==> config.mk <==
export PLATFORM = sky130hd
export DESIGN_NAME = id_ex_stage
export DESIGN_NICKNAME = d
export VERILOG_FILES = /design/src/rtl/id_ex_stage.sv
export SDC_FILE = /design/constraint.sdc
export NUM_CORES = 1
export LEC_CHECK = 0
export ABC_AREA = 1
export CAP_MARGIN = 15
export CORE_MARGIN = 5
export CORE_UTILIZATION = 42
export CTS_CLUSTER_SIZE = 40
export DETAILED_ROUTE_END_ITERATION = 10
export MAX_ROUTING_LAYER = met4
export PLACE_DENSITY = 0.88
export SLEW_MARGIN = 20
export SYNTH_ARGS = -nofsm -noshare
export SYNTH_HDL_FRONTEND = slang
export SYNTH_SLANG_ARGS = --single-unit
export TNS_END_PERCENT = 100
==> constraint.sdc <==
create_clock -name clk -period 14.7 [get_ports clk]
set_input_delay 2.94 -clock clk [delete_from_list [all_inputs] [get_ports clk]]
set_output_delay 2.94 -clock clk [all_outputs]
set_load 0.005 [all_outputs]
==> src/rtl/id_ex_stage.sv <==
// ID/EX pipeline register with load-use stall generation and flush/hazard bubble insertion.
// Load-use detection is compiled in only when HAZARD_DETECT_EN is defined; otherwise only flush creates bubbles.
module id_ex_stage #(
    parameter int DW = 32,
    parameter int RW = 5
) (
    input  logic          clk,
    input  logic          rst,
    input  logic          id_RegDs,
    input  logic          id_Branch,
    input  logic          id_MRead,
    input  logic          id_MtoR,
    input  logic          id_MWrite,
    input  logic          id_ALUsrc,
    input  logic          id_Urw,
    input  logic [2:0]    id_AOp,
    input  logic [DW-1:0] id_pc4,
    input  logic [DW-1:0] id_rd1,
    input  logic [DW-1:0] id_rd2,
    input  logic [DW-1:0] id_imm,
    input  logic [RW-1:0] id_rs,
    input  logic [RW-1:0] id_rt,
    input  logic [RW-1:0] id_rd,
    input  logic          flush,
    output logic          ex_RegDs,
    output logic          ex_Branch,
    output logic          ex_MRead,
    output logic          ex_MtoR,
    output logic          ex_MWrite,
    output logic          ex_ALUsrc,
    output logic          ex_Urw,
    output logic [2:0]    ex_AOp,
    output logic [DW-1:0] ex_pc4,
    output logic [DW-1:0] ex_rd1,
    output logic [DW-1:0] ex_rd2,
    output logic [DW-1:0] ex_imm,
    output logic [RW-1:0] ex_rs,
    output logic [RW-1:0] ex_rt,
    output logic [RW-1:0] ex_rd,
    output logic          ex_valid,
    output logic          stall,
    output logic [15:0]   bubble_cnt
);

    localparam int PW = 10 + 4*DW + 3*RW;

    logic [PW-1:0] stage_d, stage_q;
    logic          valid_d, valid_q;
    logic [15:0]   cnt_d, cnt_q;
    logic          hazard;
    logic          bubble;

`ifdef HAZARD_DETECT_EN
    // A bubble in EX clears ex_MRead, so a load-use stall can never last longer than one cycle.
    assign hazard = ex_MRead && valid_q && (ex_rt != '0) && ((ex_rt == id_rs) || (ex_rt == id_rt));
`else
    assign hazard = 1'b0;
`endif

    assign stall  = hazard && !flush;
    assign bubble = hazard || flush;

    always_comb begin
        stage_d = '0;
        if (!bubble) begin
            stage_d = {id_RegDs, id_Branch, id_MRead, id_MtoR, id_MWrite, id_ALUsrc, id_Urw,
                       id_AOp, id_pc4, id_rd1, id_rd2, id_imm, id_rs, id_rt, id_rd};
        end
        valid_d = !bubble;
        cnt_d   = cnt_q;
        if (bubble && (cnt_q != 16'hFFFF)) begin
            cnt_d = cnt_q + 16'd1;
        end
    end

    always_ff @(posedge clk or posedge rst) begin
        if (rst) begin
            stage_q <= '0;
            valid_q <= 1'b0;
            cnt_q   <= '0;
        end else begin
            stage_q <= stage_d;
            valid_q <= valid_d;
            cnt_q   <= cnt_d;
        end
    end

    assign {ex_RegDs, ex_Branch, ex_MRead, ex_MtoR, ex_MWrite, ex_ALUsrc, ex_Urw,
            ex_AOp, ex_pc4, ex_rd1, ex_rd2, ex_imm, ex_rs, ex_rt, ex_rd} = stage_q;
    assign ex_valid   = valid_q;
    assign bubble_cnt = cnt_q;

endmodule

==> run_results.csv <==
group,metric,value,unit
run_status,status,"finished clean",
setup_path,required,15.14,ns
sta,setup_ws,10.18,ns
place,routabilityCongestion,0.895,
setup_path,critical_path.startpoint_type,"primary input",
place,port_buffers,325,
die,die_h,131,um
global_routing,grt_pass1_wl,27.0,mm
die,fp.dieArea,0.0171,mm^2
final_layout,final_nets,1112,
route,via_count,4928,
global_routing,grt_pass1_vias,5184,
synthesis,netlist.area_leader.share,69.3,%
route,number_of_drc_markers_after_the_initial_detailed_route_iteration,258,
die,floorplan.die.width,131,um
setup_path,worstPathCellList,"clkdlybuf4s50_1 -> inv_6 -> buf_4",
setup_path,peak_per_stage_delay_on_the_critical_path,0.81,ns
sta,report.final.setup_viol,0,
place,dp_hpwl,13.8,mm
place,numPlacedInstances,1120,
synthesis,synth_nets,785,
route,detail_route.wl_per_cell,15.7,um
die,coreArea,0.0144,mm^2
route,route.final.wire_length,18.1,mm
synthesis,area_of_the_mapped_netlist,0.00614,mm^2
synthesis,synthMostInstantiatedCell,"inv_1",
sta,fin_crit_sh,30.7,%
job,cap_viol_max_count,0,
die,fp-row-count,44,
synthesis,synth_top_area_cell,"dfrtp_1",
synthesis,synth_commonest_cells,"inv_1, dfrtp_1, nor2_1",
sta,finClkSkew,0.00579,ns
global_routing,use_met2,39.2,%
route,firstDrtPassIters,4,
die,floorplan.initialDensity,42.6,%
global_routing,grtUsageTotal,22.0,%
synthesis,syn_inst,628,
clock_network,cts_hold_buf,0,
synthesis,dominantRegCellSynth,"dfrtp_1",
power_and_ir_drop,p_leak,0.00512,uW
global_routing,grt.overflow.total,0,
setup_path,biggest_fanout_along_the_worst_timing_path,100,
route,antenna_left,0,
clock_network,cts_htree_levels,4,
global_routing,grt_antenna_before_repair,0,
setup_path,r2r_setup_slack,12.84,ns
final_layout,layout-area-overhead-vs-synth,65.0,%
setup_path,critical_path_arrival,4.96,ns
clock_network,cts-resized-gates,0,
sta,maxSlewHeadroom,38.1,%
setup_path,timing.critical_path.slowest_stage_cell,"buf_4",
synthesis,synth.area.top_cells,"dfrtp_1, inv_1, nor2_1, nand2_1, buf_2",
place,detailed_place.area,0.00955,mm^2
clock_network,cts_setup_buffers,0,
sta,max_slew.worst_pin.slew,0.928,ns
clock_network,number_of_clock_sinks,170,
min_path,hold_path_class,"reg -> reg",
route,viasPerCell,4.28,
synthesis,synth_edf_count,0,
clock_network,tritoncts.num_buffers,17,
final_layout,layout-drive-gt1-share,5.38,%
synthesis,synth_warnings,0,
sta,hold_violations,0,
power_and_ir_drop,power_density,111,mW/mm^2
route,drc_errors,0,
synthesis,fraction_of_the_yosys_area_taken_by_sequential_cells,69.3,%
synthesis,ff_latch_count_synth,170,
global_routing,largest_net_degree_at_the_start_of_global_routing,101,
sta,max_freq,221,MHz
die,floorplan.io_pins,327,
power_and_ir_drop,worst_ir_drop_vdd,0.0780,mV
clock_network,cts.clk_slew.worst_paths,0.06,ns
setup_path,setup.worst_path.class,"in -> async",
synthesis,postSynth.asyncResetShare,100,%
sta,grt_setup_unrepaired,"no",
sta,setup-tns-final,0,ns
synthesis,synth_cell_types,20,
global_routing,grtUsageMet1,21.9,%
setup_path,timing.critical_path.to_type,"asynchronous set/reset pin",
global_routing,grt_most_used_layer,"met2",
clock_network,root_buffer,"clkbuf_16",
clock_network,clockBufferDepth,2,
final_layout,stdcell_count,1152,
sta,period_minus_slack,4.52,ns
clock_network,clkLatencyLatePin,0.41,ns
sta,maxSlewViolCount,0,
global_routing,globalRouteMet3Util,8.78,%
clock_network,clock_tree_from_tritoncts,"built",
place,dp_worst_setup_slack,9.66,ns
final_layout,postLayoutCellArea,0.0101,mm^2
synthesis,syn_area_per_cell,9.78,um^2
final_layout,n_fill_cell,1020,
per-stage QoR:
step           util [%]  total power [uW]  hold WS, ns
4_1_cts            70.2              1140        0.521
6_report           70.3              1130        0.517
5_1_grt            70.2              1180        0.539
3_3_place_gp       66.2               689        0.504
2_1_floorplan         -               575        0.504
3_5_place_dp       66.2               695        0.508
flip-flops by register name, indices dropped and copies added, names as in the netlist:
name	cells
stage_q	153
bubble_cnt	16
ex_valid	1
worst max-delay path, delay by kind of cell:
kind	cells	cell delay [ns]
buf+inv	3	1.92
worst paths after layout:
kind | end | depth (start not counted) | from
max | stage_q[33] | 3 | rst
min | bubble_cnt[15] | 2 | bubble_cnt[15]
max reg2reg | bubble_cnt[11] | 8 | bubble_cnt[0]
min reg2reg | bubble_cnt[15] | 2 | bubble_cnt[15]
max in group clk | bubble_cnt[0] | 1 | bubble_cnt[0]
min in group asynchronous | stage_q[80] | 2 | rst
layout make-up:
class / count / area [um^2] / share of cell area (%)
inverter: 174 / 658 / 6.49
multi-input combinational: 265 / 1140 / 11.3
clock inverter: 12 / 150 / 1.48
antenna: 1 / 2.50 / 0.0247
clock buffer: 19 / 433 / 4.27
timing repair buffer: 327 / 3270 / 32.2
tap: 184 / 230 / 2.27
sequential: 170 / 4250 / 42.0
logic make-up (layout without fill, tap and decap cells):
family                     count (synthesis)  count (layout)  share of synthesized area [%]
AOI/OAI and AO/OA                          9               9                          0.978
xor gates and xnor gates                   2               2                          0.285
adders and majority gates                  1               1                          0.204
buffers and inverters                    193             532                           12.2
DFF                                      170             170                           69.3
other                                      1               2                         0.0611
and+or+nand+nor                          252             252                           17.1
placed cells by master, fill, tap and decap left out, drive strengths merged:
master | Yosys | final
ha | 1 | 1
bufinv | 0 | 3
nand4 | 7 | 7
nand3 | 8 | 8
inv | 174 | 175
buf | 19 | 3
diode | 0 | 1
nor2 | 172 | 172
nand3b | 3 | 3
conb | 1 | 1
o21ai | 9 | 9
xnor2 | 2 | 2
nand2 | 62 | 62
clkinv | 0 | 5
clkbuf | 0 | 19
clkinvlp | 0 | 3
clkdlybuf4s50 | 0 | 324
dfrtp | 170 | 170
where the power goes:
group / total (uW) / leakage (uW) / switching [uW] / internal, uW
Clock: 443 / 0.000279 / 177 / 266
Sequential: 519 / 0.00219 / 21.8 / 497
Combinational: 167 / 0.00265 / 64.9 / 102
Total: 1130 / 0.00512 / 264 / 865
routing by layer:
| metal | vias up | share of wire (%) |
|---|---|---|
| met2 | 202 | 54 |
| met5 | - | 0 |
| met4 | 0 | 1.8 |
| met3 | 24 | 10 |
| li1 | 2405 | - |
| met1 | 2297 | 34 |
Note: power is estimated with default switching activity, not from simulation.
